## config.mk

```make
export PLATFORM = sky130hd
export DESIGN_NAME = bpred_resolve_queue
export DESIGN_NICKNAME = d
export VERILOG_FILES = /design/src/rtl/bpred_resolve_queue.sv
export SDC_FILE = /design/constraint.sdc
export NUM_CORES = 1
export LEC_CHECK = 0
export CORE_UTILIZATION = 50
export DETAILED_ROUTE_END_ITERATION = 8
export PLACE_DENSITY = 0.78
export SKIP_LAST_GASP = 1
export SYNTH_ARGS = -nofsm -noshare
export SYNTH_HDL_FRONTEND = slang
export SYNTH_SLANG_ARGS = --single-unit
```

## constraint.sdc

```tcl
create_clock -name clk -period 4.5 [get_ports clk]
set_input_delay 0.45 -clock clk [delete_from_list [all_inputs] [get_ports clk]]
set_output_delay 0.45 -clock clk [all_outputs]
set_load 0.05 [all_outputs]
```

## src/rtl/bpred_resolve_queue.sv

```systemverilog
// In-order resolve queue for the gshare predictor: tracks in-flight branches, issues PHT updates,
// and drives flush/GHR recovery on a mispredict. Optional counters under BPRED_RESOLVE_STATS_EN.
module bpred_resolve_queue #(
  parameter int DEPTH          = 8,
  parameter int GHR_WIDTH      = 8,
  parameter int RECOVER_CYCLES = 2
) (
  input  logic                   clk,
  input  logic                   reset,
  input  logic                   push_valid,
  output logic                   push_ready,
  input  logic [GHR_WIDTH-1:0]   push_pc,
  input  logic [GHR_WIDTH-1:0]   push_ghr,
  input  logic                   push_pred,
  input  logic                   res_valid,
  output logic                   res_ready,
  input  logic                   res_taken,
  output logic                   upd_valid,
  output logic [GHR_WIDTH-1:0]   upd_index,
  output logic                   upd_taken,
  output logic                   mispredict,
  output logic [GHR_WIDTH-1:0]   restore_ghr,
  output logic [$clog2(DEPTH):0] count,
  output logic                   fsm_state
`ifdef BPRED_RESOLVE_STATS_EN
  ,
  output logic [15:0]            stat_resolved,
  output logic [15:0]            stat_mispred
`endif
);

  localparam int AW = $clog2(DEPTH);
  localparam int RW = (RECOVER_CYCLES > 1) ? $clog2(RECOVER_CYCLES) : 1;

  typedef enum logic {RUN = 1'b0, RECOVER = 1'b1} state_t;

  // Handshake: a transfer fires on the rising clock edge where valid && ready are both high.
  // Ready never depends on valid; fetch/execute must hold their payload until it fires.

  state_t                 state, state_nxt;
  logic [RW-1:0]          rec_cnt;
  logic [AW:0]            wr_ptr, rd_ptr;
  logic [GHR_WIDTH-1:0]   mem_pc  [DEPTH];
  logic [GHR_WIDTH-1:0]   mem_ghr [DEPTH];
  logic                   mem_pred [DEPTH];
  logic                   full, empty;
  logic                   push_fire, res_fire, mis_fire;
  logic [GHR_WIDTH-1:0]   head_pc, head_ghr;
  logic                   head_pred;

  assign empty     = (wr_ptr == rd_ptr);
  assign full      = (wr_ptr[AW] != rd_ptr[AW]) && (wr_ptr[AW-1:0] == rd_ptr[AW-1:0]);
  assign count     = wr_ptr - rd_ptr;
  assign head_pc   = mem_pc[rd_ptr[AW-1:0]];
  assign head_ghr  = mem_ghr[rd_ptr[AW-1:0]];
  assign head_pred = mem_pred[rd_ptr[AW-1:0]];
  assign push_fire = push_valid && push_ready;
  assign res_fire  = res_valid && res_ready;
  assign mis_fire  = res_fire && (res_taken != head_pred);

  // FSM: state register
  always_ff @(posedge clk or posedge reset) begin
    if (reset) state <= RUN;
    else       state <= state_nxt;
  end

  // FSM: next state
  always_comb begin
    state_nxt = state;
    case (state)
      RUN:     if (mis_fire) state_nxt = RECOVER;
      RECOVER: if (rec_cnt == '0) state_nxt = RUN;
      default: state_nxt = RUN;
    endcase
  end

  // FSM: outputs
  always_comb begin
    push_ready = (state == RUN) && !full;
    res_ready  = (state == RUN) && !empty;
    fsm_state  = state;
  end

  // Loaded one short so RECOVER lasts exactly RECOVER_CYCLES cycles including the entry cycle.
  always_ff @(posedge clk or posedge reset) begin
    if (reset)                       rec_cnt <= '0;
    else if (mis_fire)               rec_cnt <= RW'(RECOVER_CYCLES - 1);
    else if (state == RECOVER && rec_cnt != '0) rec_cnt <= rec_cnt - RW'(1);
  end

  always_ff @(posedge clk or posedge reset) begin
    if (reset) begin
      wr_ptr <= '0;
      rd_ptr <= '0;
    end else if (mis_fire) begin
      // Flush also drops a push accepted in the same cycle.
      wr_ptr <= '0;
      rd_ptr <= '0;
    end else begin
      if (push_fire) wr_ptr <= wr_ptr + (AW+1)'(1);
      if (res_fire)  rd_ptr <= rd_ptr + (AW+1)'(1);
    end
  end

  always_ff @(posedge clk) begin
    if (push_fire) begin
      mem_pc[wr_ptr[AW-1:0]]   <= push_pc;
      mem_ghr[wr_ptr[AW-1:0]]  <= push_ghr;
      mem_pred[wr_ptr[AW-1:0]] <= push_pred;
    end
  end

  always_ff @(posedge clk or posedge reset) begin
    if (reset) begin
      upd_valid   <= 1'b0;
      upd_index   <= '0;
      upd_taken   <= 1'b0;
      mispredict  <= 1'b0;
      restore_ghr <= '0;
    end else begin
      upd_valid  <= res_fire;
      mispredict <= mis_fire;
      if (res_fire) begin
        upd_index <= head_pc ^ head_ghr;
        upd_taken <= res_taken;
      end
      if (mis_fire) restore_ghr <= {head_ghr[GHR_WIDTH-2:0], res_taken};
    end
  end

`ifdef BPRED_RESOLVE_STATS_EN
  always_ff @(posedge clk or posedge reset) begin
    if (reset) begin
      stat_resolved <= '0;
      stat_mispred  <= '0;
    end else begin
      if (res_fire && stat_resolved != 16'hFFFF) stat_resolved <= stat_resolved + 16'd1;
      if (mis_fire && stat_mispred  != 16'hFFFF) stat_mispred  <= stat_mispred + 16'd1;
    end
  end
`endif

endmodule

```

# Word-level counts from Yosys, hierarchy flattened

Memories as Yosys holds them, arrays and structs flattened.
Cells that the tools add are included.

Register bits: 29
Bits in latches: 0
Bits in writable memories: 136
Memory bits (read-only): 0
Input bits: 22
Output and inout bits: 26
Word-level logic and storage cells: 45
Memories kept: 3

Add/sub/neg operators: 4
Multipliers: 0
Divide/modulo/power cells: 0
$lt $le $gt $ge: 0
Eq/ne operators: 4
Shift-type cells: 0
Muxes and demuxes: 11
Bitwise logic cells: 2
Reduce and logical (&&, ||, !) cells: 12

Memory list:

| name     | depth | bits a word | rd ports | clocked after Yosys merged registers in | wr ports | line | text |
|---|---|---|---|---|---|---|---|
| mem_ghr  | 8     | 8           | 1        | 0                                       | 1        | 44   | `logic [GHR_WIDTH-1:0] mem_ghr [DEPTH];` |
| mem_pc   | 8     | 8           | 1        | 0                                       | 1        | 43   | `logic [GHR_WIDTH-1:0] mem_pc [DEPTH];` |
| mem_pred | 8     | 1           | 1        | 0                                       | 1        | 45   | `logic mem_pred [DEPTH];` |

Operator list:

| kind                                                          | count |
|---|---|
| 4-bit 2-to-1 mux                                              | 4 |
| 4-bit by 1-bit adder with 4-bit output, second input constant | 2 |
| 8-bit bitwise XOR                                             | 1 |
| 1-bit logical AND                                             | 7 |
| 1-bit 2-to-1 mux                                              | 6 |
| 2-bit nonzero test                                            | 3 |
| 4-bit equality test                                           | 1 |
| 4-bit subtractor                                              | 1 |
| 3-bit equality test                                           | 1 |
| 1-bit logical NOT                                             | 2 |
| 1-bit != test                                                 | 2 |
| 1-bit case mux with 2 select lines                            | 1 |
| 1-bit inverter                                                | 1 |
| 1-bit subtractor, second input constant                       | 1 |

# Logic depth before layout (Yosys ltp)

Word-level depth: 7
Mapped depth: 9
Mapped depth without buffers: 7

# Worst setup path after synthesis

Ideal clock, no wire load.

Path kind: reg-to-reg
Start: register rd_ptr[2]
End: memory mem_ghr[7][0], enable pin
Library setup time: 0.495 ns
Data arrival time: 4.535 ns
Required time: 4.005 ns
Setup slack: -0.530 ns
Stages on the path, launching flop included: 7
Path buffers: 2
Clock period less this slack: 5.030 ns
Cell sequence: dfrtp_1 -> buf_2 -> buf_1 -> inv_1 -> ha_1 -> and3_1 -> a2111oi_0

Word-level cells in the longest chain between the ends: 7

Ends and longest elaborated chain:

| what                                   | line | text |
|---|---|---|
| start: declaration                     | 42   | `logic [AW:0] wr_ptr, rd_ptr;` |
| start signal: assignment               | 101  | `if (res_fire) rd_ptr <= rd_ptr + (AW+1)'(1);` |
| 3-bit equality test                    | 52   | `assign full = (wr_ptr[AW] != rd_ptr[AW]) && (wr_ptr[AW-1:0] == rd_ptr[AW-1:0]);` |
| 1-bit logical AND                      | 52   |  |
| 1-bit logical NOT                      | 79   | `push_ready = (state == RUN) && !full;` |
| 1-bit logical AND                      | 79   |  |
| 1-bit logical AND                      | 57   | `assign push_fire = push_valid && push_ready;` |
| 1-bit 2-to-1 mux                       | 106  | `if (push_fire) begin` |
| 1-bit 2-to-1 mux (implied by the code) | 108  | `mem_ghr[wr_ptr[AW-1:0]] <= push_ghr;` |
| end: declaration                       | 44   |  |

Every way passes these cells.

# Worst setup path in the final report

Start: register rd_ptr[0]
End: output push_ready

Word-level cells in the longest chain between the ends: 4

Ends and longest elaborated chain:

| what                | line | text |
|---|---|---|
| 3-bit equality test | 52   |  |
| 1-bit logical AND   | 52   |  |
| 1-bit logical NOT   | 79   |  |
| 1-bit logical AND   | 79   |  |
| end: declaration    | 11   | `output logic push_ready,` |

Every way passes these cells.

==> results.json <==
{
  "final_weighted_congestion_in_routability_driven_placement": 0.784,
  "internal_power_mw": 3.55,
  "power_leakage_nw": 2.71,
  "ys_types": 34,
  "critical_path_arrival_ns": 2.89,
  "timing.hold.worst.class": "primary input to asynchronous set/reset pin",
  "max_slew_margin_pct": 58.1,
  "drc_errors": 0,
  "final_cell_mix": "edfxtp_1, clkdlybuf4s50_1, mux4_2",
  "setup_tns_ns": 0,
  "post_synth_main_area_contributors": "edfxtp_1, mux4_2, dfrtp_1",
  "postCtsResizedCells": 0,
  "rsz_0062_raised_after_global_routing": "no",
  "port-buffer-count": 47,
  "mappedNetlistNets": 376,
  "chipWidth_um": 116,
  "period_minus_slack_ns": 3.34,
  "ioPinCount": 48,
  "worst_clock_skew_ns": 0.0155,
  "clock-root-buffer": "clkbuf_16",
  "vdd_ir_drop_max_mv": 0.258,
  "ant_nets": 0,
  "die_area_um2": 13600,
  "detailedRoute.firstIterationViolations": 224,
  "pwr_dens_nw_per_um2": 685,
  "tightest_slew_ns": 0.629,
  "cp-end-kind": "primary output",
  "rows": 41,
  "floorplan.initialDensity_pct": 51.5,
  "tritoncts": "yes",
  "drive_gt1_share_pct": 19.4,
  "synth_area_per_cell_um2": 18.8,
  "ys_ff_latch": 165,
  "synth_edf_count": 136,
  "clockPowerShare_pct": 26.7,
  "post_drt_wl_per_cell_um": 20.4,
  "fillers": 945,
  "total_power_mw": 5.40,
  "yosysSeqAreaShare_pct": 73.4,
  "maxSlewViolCount": 0,
  "grt_antenna_before_repair": 0,
  "fraction_of_synthesized_cell_area_taken_by_the_top_area_cell_type_pct": 62.3,
  "synthesized_cell_area_um2": 6550,
  "critical_path_required_ns": 4.05,
  "status": "finished, final reports clean",
  "syn2layout_area_growth_pct": 20.3,
  "diodes": 0,
  "cts_buffers": 17,
  "clk-insertion-delay-late_ns": 0.43,
  "setup.worst_path.class": "register to primary output",
  "switching_share_pct": 34.3,
  "syn-instance-count": 348,
  "fmax_mhz": 299,
  "final-hold-violation-count": 0,
  "congestion_overflow_gr": 0,
  "min_period_over_period_pct": 74.2,
  "setup_violations": 0,
  "grt_usage_pct": 20.8,
  "area.sequential_um2": 4810,
  "setup.worst_path.start_class": "register",
  "num_vias": 3320,
  "synthArstFlopShare_pct": 17.6,
  "detailed_place_hpwl_mm": 7.21,
  "final_common_cell": "edfxtp_1",
  "clock-sinks": 165,
  "detailedRoute.firstPassIterationCount": 6,
  "clk_path_buf_depth": 2,
  "post-cts-setup-buffer-count": 0,
  "core_um2": 12700,
  "global_route_wire_length_before_repair_mm": 19.5,
  "die-height_um": 116,
  "share_comb_of_total_power_pct": 35.6,
  "total_area_of_multi_input_combinational_cells_um2": 1620,
  "grt_start_max_net_pins": 38,
  "viasPerCell": 5.54,
  "detail_route.wirelength_mm": 12.2,
  "ys_warn_count": 0,
  "h-tree-depth": 4,
  "max_cap_viol_count": 0,
  "synth_top_area_cell": "edfxtp_1",
  "reg_power_share_pct": 37.7,
  "holdBufCountCts": 0,
  "finalNetCount": 442,
  "cts.clk_slew.worst_paths_ns": 0.06,
  "post-route-util_pct": 62.0,
  "first_global_vias": 3512,
  "worst-path-max-fanout": 25,
  "synth_ff_type": "edfxtp_1",
  "power.switching_mw": 1.85
}
final timing paths:
check / startpoint / to / slack (ns) / cells past startpoint
setup / recovery: rd_ptr[0]$_DFFE_PP0P_ / push_ready / 1.16 / 5
hold / removal: reset / upd_index[1]$_DFFE_PP0P_ / 0.44 / 3
setup reg to reg: rd_ptr[0]$_DFFE_PP0P_ / mem_ghr[2][7]$_DFFE_PP_ / 1.84 / 7
hold reg to reg: upd_taken$_DFFE_PP0P_ / upd_taken$_DFFE_PP0P_ / 0.47 / 2
max in group asynchronous: reset / rd_ptr[1]$_DFFE_PP0P_ / 3.75 / 3
min in group clk: upd_taken$_DFFE_PP0P_ / upd_taken$_DFFE_PP0P_ / 0.47 / 2
cells by family (layout without fill, tap and decap cells):
| kind of cell | Yosys count | count (layout) | synth area share (%) |
|---|---|---|---|
| muxes | 57 | 57 | 15.4 |
| DFF | 165 | 165 | 73.4 |
| AOI/OAI and AO/OA | 30 | 30 | 2.86 |
| adders and majority gates | 6 | 6 | 1.26 |
| and+or+nand+nor | 41 | 41 | 2.75 |
| buffers and inverters | 33 | 112 | 2.16 |
| xor gates and xnor gates | 16 | 16 | 2.14 |
cell type report:
class	instances	share of cell area [%]
Clock buffer	22	5.89
Clock inverter	10	1.63
Inverter	19	0.904
Multi-Input combinational cell	150	20.5
Sequential cell	165	61.0
Tap cell	172	2.73
Timing Repair Buffer	61	7.30
stage by stage:
step           instance area, um2  hold slack (ns)  worst slack [ns]  std cells
6_report                     7890            0.437              1.16        599
5_1_grt                      7890            0.481             0.994        599
4_1_cts                      7890            0.435              1.13        599
3_5_place_dp                 7290            0.463              1.60        567
3_3_place_gp                 7290            0.460              1.67        567
2_1_floorplan                6560            0.454             0.133        348
power groups by stage:
| stage | Sequential, mW | Clock, mW | Combinational [mW] |
|---|---|---|---|
| 4_1_cts | 2.04 | 1.46 | 1.94 |
| 6_report | 2.04 | 1.44 | 1.92 |
| 5_1_grt | 2.06 | 1.54 | 2.05 |
| 3_3_place_gp | 2.05 | 0 | 1.90 |
| 3_5_place_dp | 2.07 | 0 | 1.93 |
| 2_1_floorplan | 2.35 | 0 | 1.06 |
routing by layer:
layer  part of all wire, %  wire length, um  vias up  track usage [%]
met3                   4.0              486       14             4.46
met2                    52             6360       88             34.1
met5                     0                0        -                0
met4                   1.6              199        0             8.63
li1                      -                -     1482                -
met1                    42             5170     1736             27.2
Yosys cell counts, drive strengths merged (3+ instances only):
cell type	number
o21ai	12
clkbuf	3
xor2	3
a21o	3
dfrtp	29
xnor2	13
mux4	34
edfxtp	136
buf	11
mux2i	23
inv	18
nand3	7
a21oi	7
ha	5
o211ai	3
nor2	9
nand2	17
flip-flops by register name (all words and copies together) (netlist names):
name,flops
fsm_state,1
mem_ghr,64
mem_pc,64
mem_pred,8
mispredict,1
rd_ptr,4
rec_cnt,1
restore_ghr,8
upd_index,8
upd_taken,1
upd_valid,1
wr_ptr,4
worst max-delay path: stages, from the launching register on:
cell and delay (ns):
dfrtp_1 0.32, buf_4 0.40, ha_1 0.35, and3_1 0.22, a21oi_1 0.30, clkdlybuf4s50_1 0.88
No activity file was read; power rests on OpenSTA's default activity.
==> patch: new RTL, same flow settings <==
Build with the macro `BPRED_RESOLVE_STATS_EN` defined.
--- a/src/rtl/bpred_resolve_queue.sv
+++ b/src/rtl/bpred_resolve_queue.sv
@@ -1,5 +1,7 @@
 // In-order resolve queue for the gshare predictor: tracks in-flight branches, issues PHT updates,
 // and drives flush/GHR recovery on a mispredict. Optional counters under BPRED_RESOLVE_STATS_EN.
+`define BPRED_RESOLVE_STATS_EN
+
 module bpred_resolve_queue #(
   parameter int DEPTH          = 8,
   parameter int GHR_WIDTH      = 8,
Formal check against the unedited RTL (old outputs only; new: stat_mispred and stat_resolved): equivalent (equiv_simple and equiv_induct, registers matched by name and starting in step).
==> patch against the original RTL <==
- total power up 23%
- clock skew down 0.0061 ns
- critical endpoint unchanged
- largest cell class unchanged
- sequential cell count is 32 higher
- synthesized area up 22%
- design area increased by 23%
- via count rose by 34%
- wire length increased by 28%
- setup slack worse by 0.22 ns
- largest power group is now combinational logic
- critical path type unchanged
==> patch: results (changes against the original RTL) <==
timing:
  whs_ns: 0.420  # was 0.437 ns
  clock.fmax_mhz: 281  # was 299 MHz
placement:
  dp_slack_ns: 1.39  # was 1.60 ns
  place_congestion: 0.833  # was 0.784
  placedInstanceArea_um2: 9110  # was 7290 um2
  place_hpwl_um: 9890  # was 7210 um
global_route:
  grtUsageMet3: 0.0532  # was 0.0446
  grtUsageTotal: 0.208  # about the same
worst_setup_path:
  reg2reg_slack_ns: 1.53  # was 1.84 ns
  timing.rr.end: "stat_resolved[1]"  # was mem_ghr[2][7]
  cp.arrival_ns: 3.11  # was 2.89 ns
  cp_slowest_stage_delay_ns: 0.90  # was 0.88 ns
  crit_fanout: 19  # was 25
drt:
  wl_met3_um: 1100  # was 486 um
  routed_wl_um: 15600  # was 12200 um
  m1WireLength_um: 6200  # was 5170 um
  drt_iter0_markers: 332  # was 224
  wl_per_cell_um: 19.6  # was 20.4 um
  first_pass_iters: 5  # was 6
  wl_met2_um: 8040  # was 6360 um
synth:
  synthAdderAreaFrac: 0.0134  # was 0.0126
  synth_compound_area_frac: 0.0269  # was 0.0286
  async_flop_share: 0.310  # was 0.176
  synth_common_cells: "136 x edfxtp_1, 61 x dfrtp_1, 34 x mux4_2"  # was 136 x edfxtp_1, 34 x mux4_2, 29 x dfrtp_1
  synth_xor_area_frac: 0.0480  # was 0.0214
  yosysSeqAreaShare: 0.701  # was 0.734
layout:
  nets: 606  # was 442
  drive_gt1_frac: 0.153  # was 0.194
pwr:
  p_leak_nw: 3.58  # was 2.71 nW
run_status:
  status: "complete, no violations"  # unchanged
==> patch: cell count changes in the layout (fill, tap and decap cells not counted), moves of 7 or more <==
| cell | change |
|---|---|
| mux2i_1 | -7 |
| o21ai_0 | -10 |
| a21oi_1 | +10 |
| nand4_1 | +11 |
| clkdlybuf4s50_1 | +32 |
| inv_1 | -9 |
| dfrtp_1 | +32 |
| nand2_1 | +10 |
| xor2_1 | +11 |
| nand3_1 | +8 |
| xnor2_1 | +15 |
| o21ai_1 | +11 |
| nor2_1 | +10 |
==> patch: cell type report <==
| class | count | share of cell area |
|---|---|---|
| repair buffers | 93 | 0.0920 |
| well taps | 211 | 0.0271 |
| clock buffers | 17 | 0.0437 |
| multi-input cells | 254 | 0.236 |
| inverters | 13 | 0.00501 |
| flip-flops and latches | 197 | 0.576 |
| clock inverters | 15 | 0.0202 |
==> patch: power by group <==
part	internal (mW)	switching [mW]
clock network	0.891	0.695
logic	0.977	1.65
registers	2.25	0.197
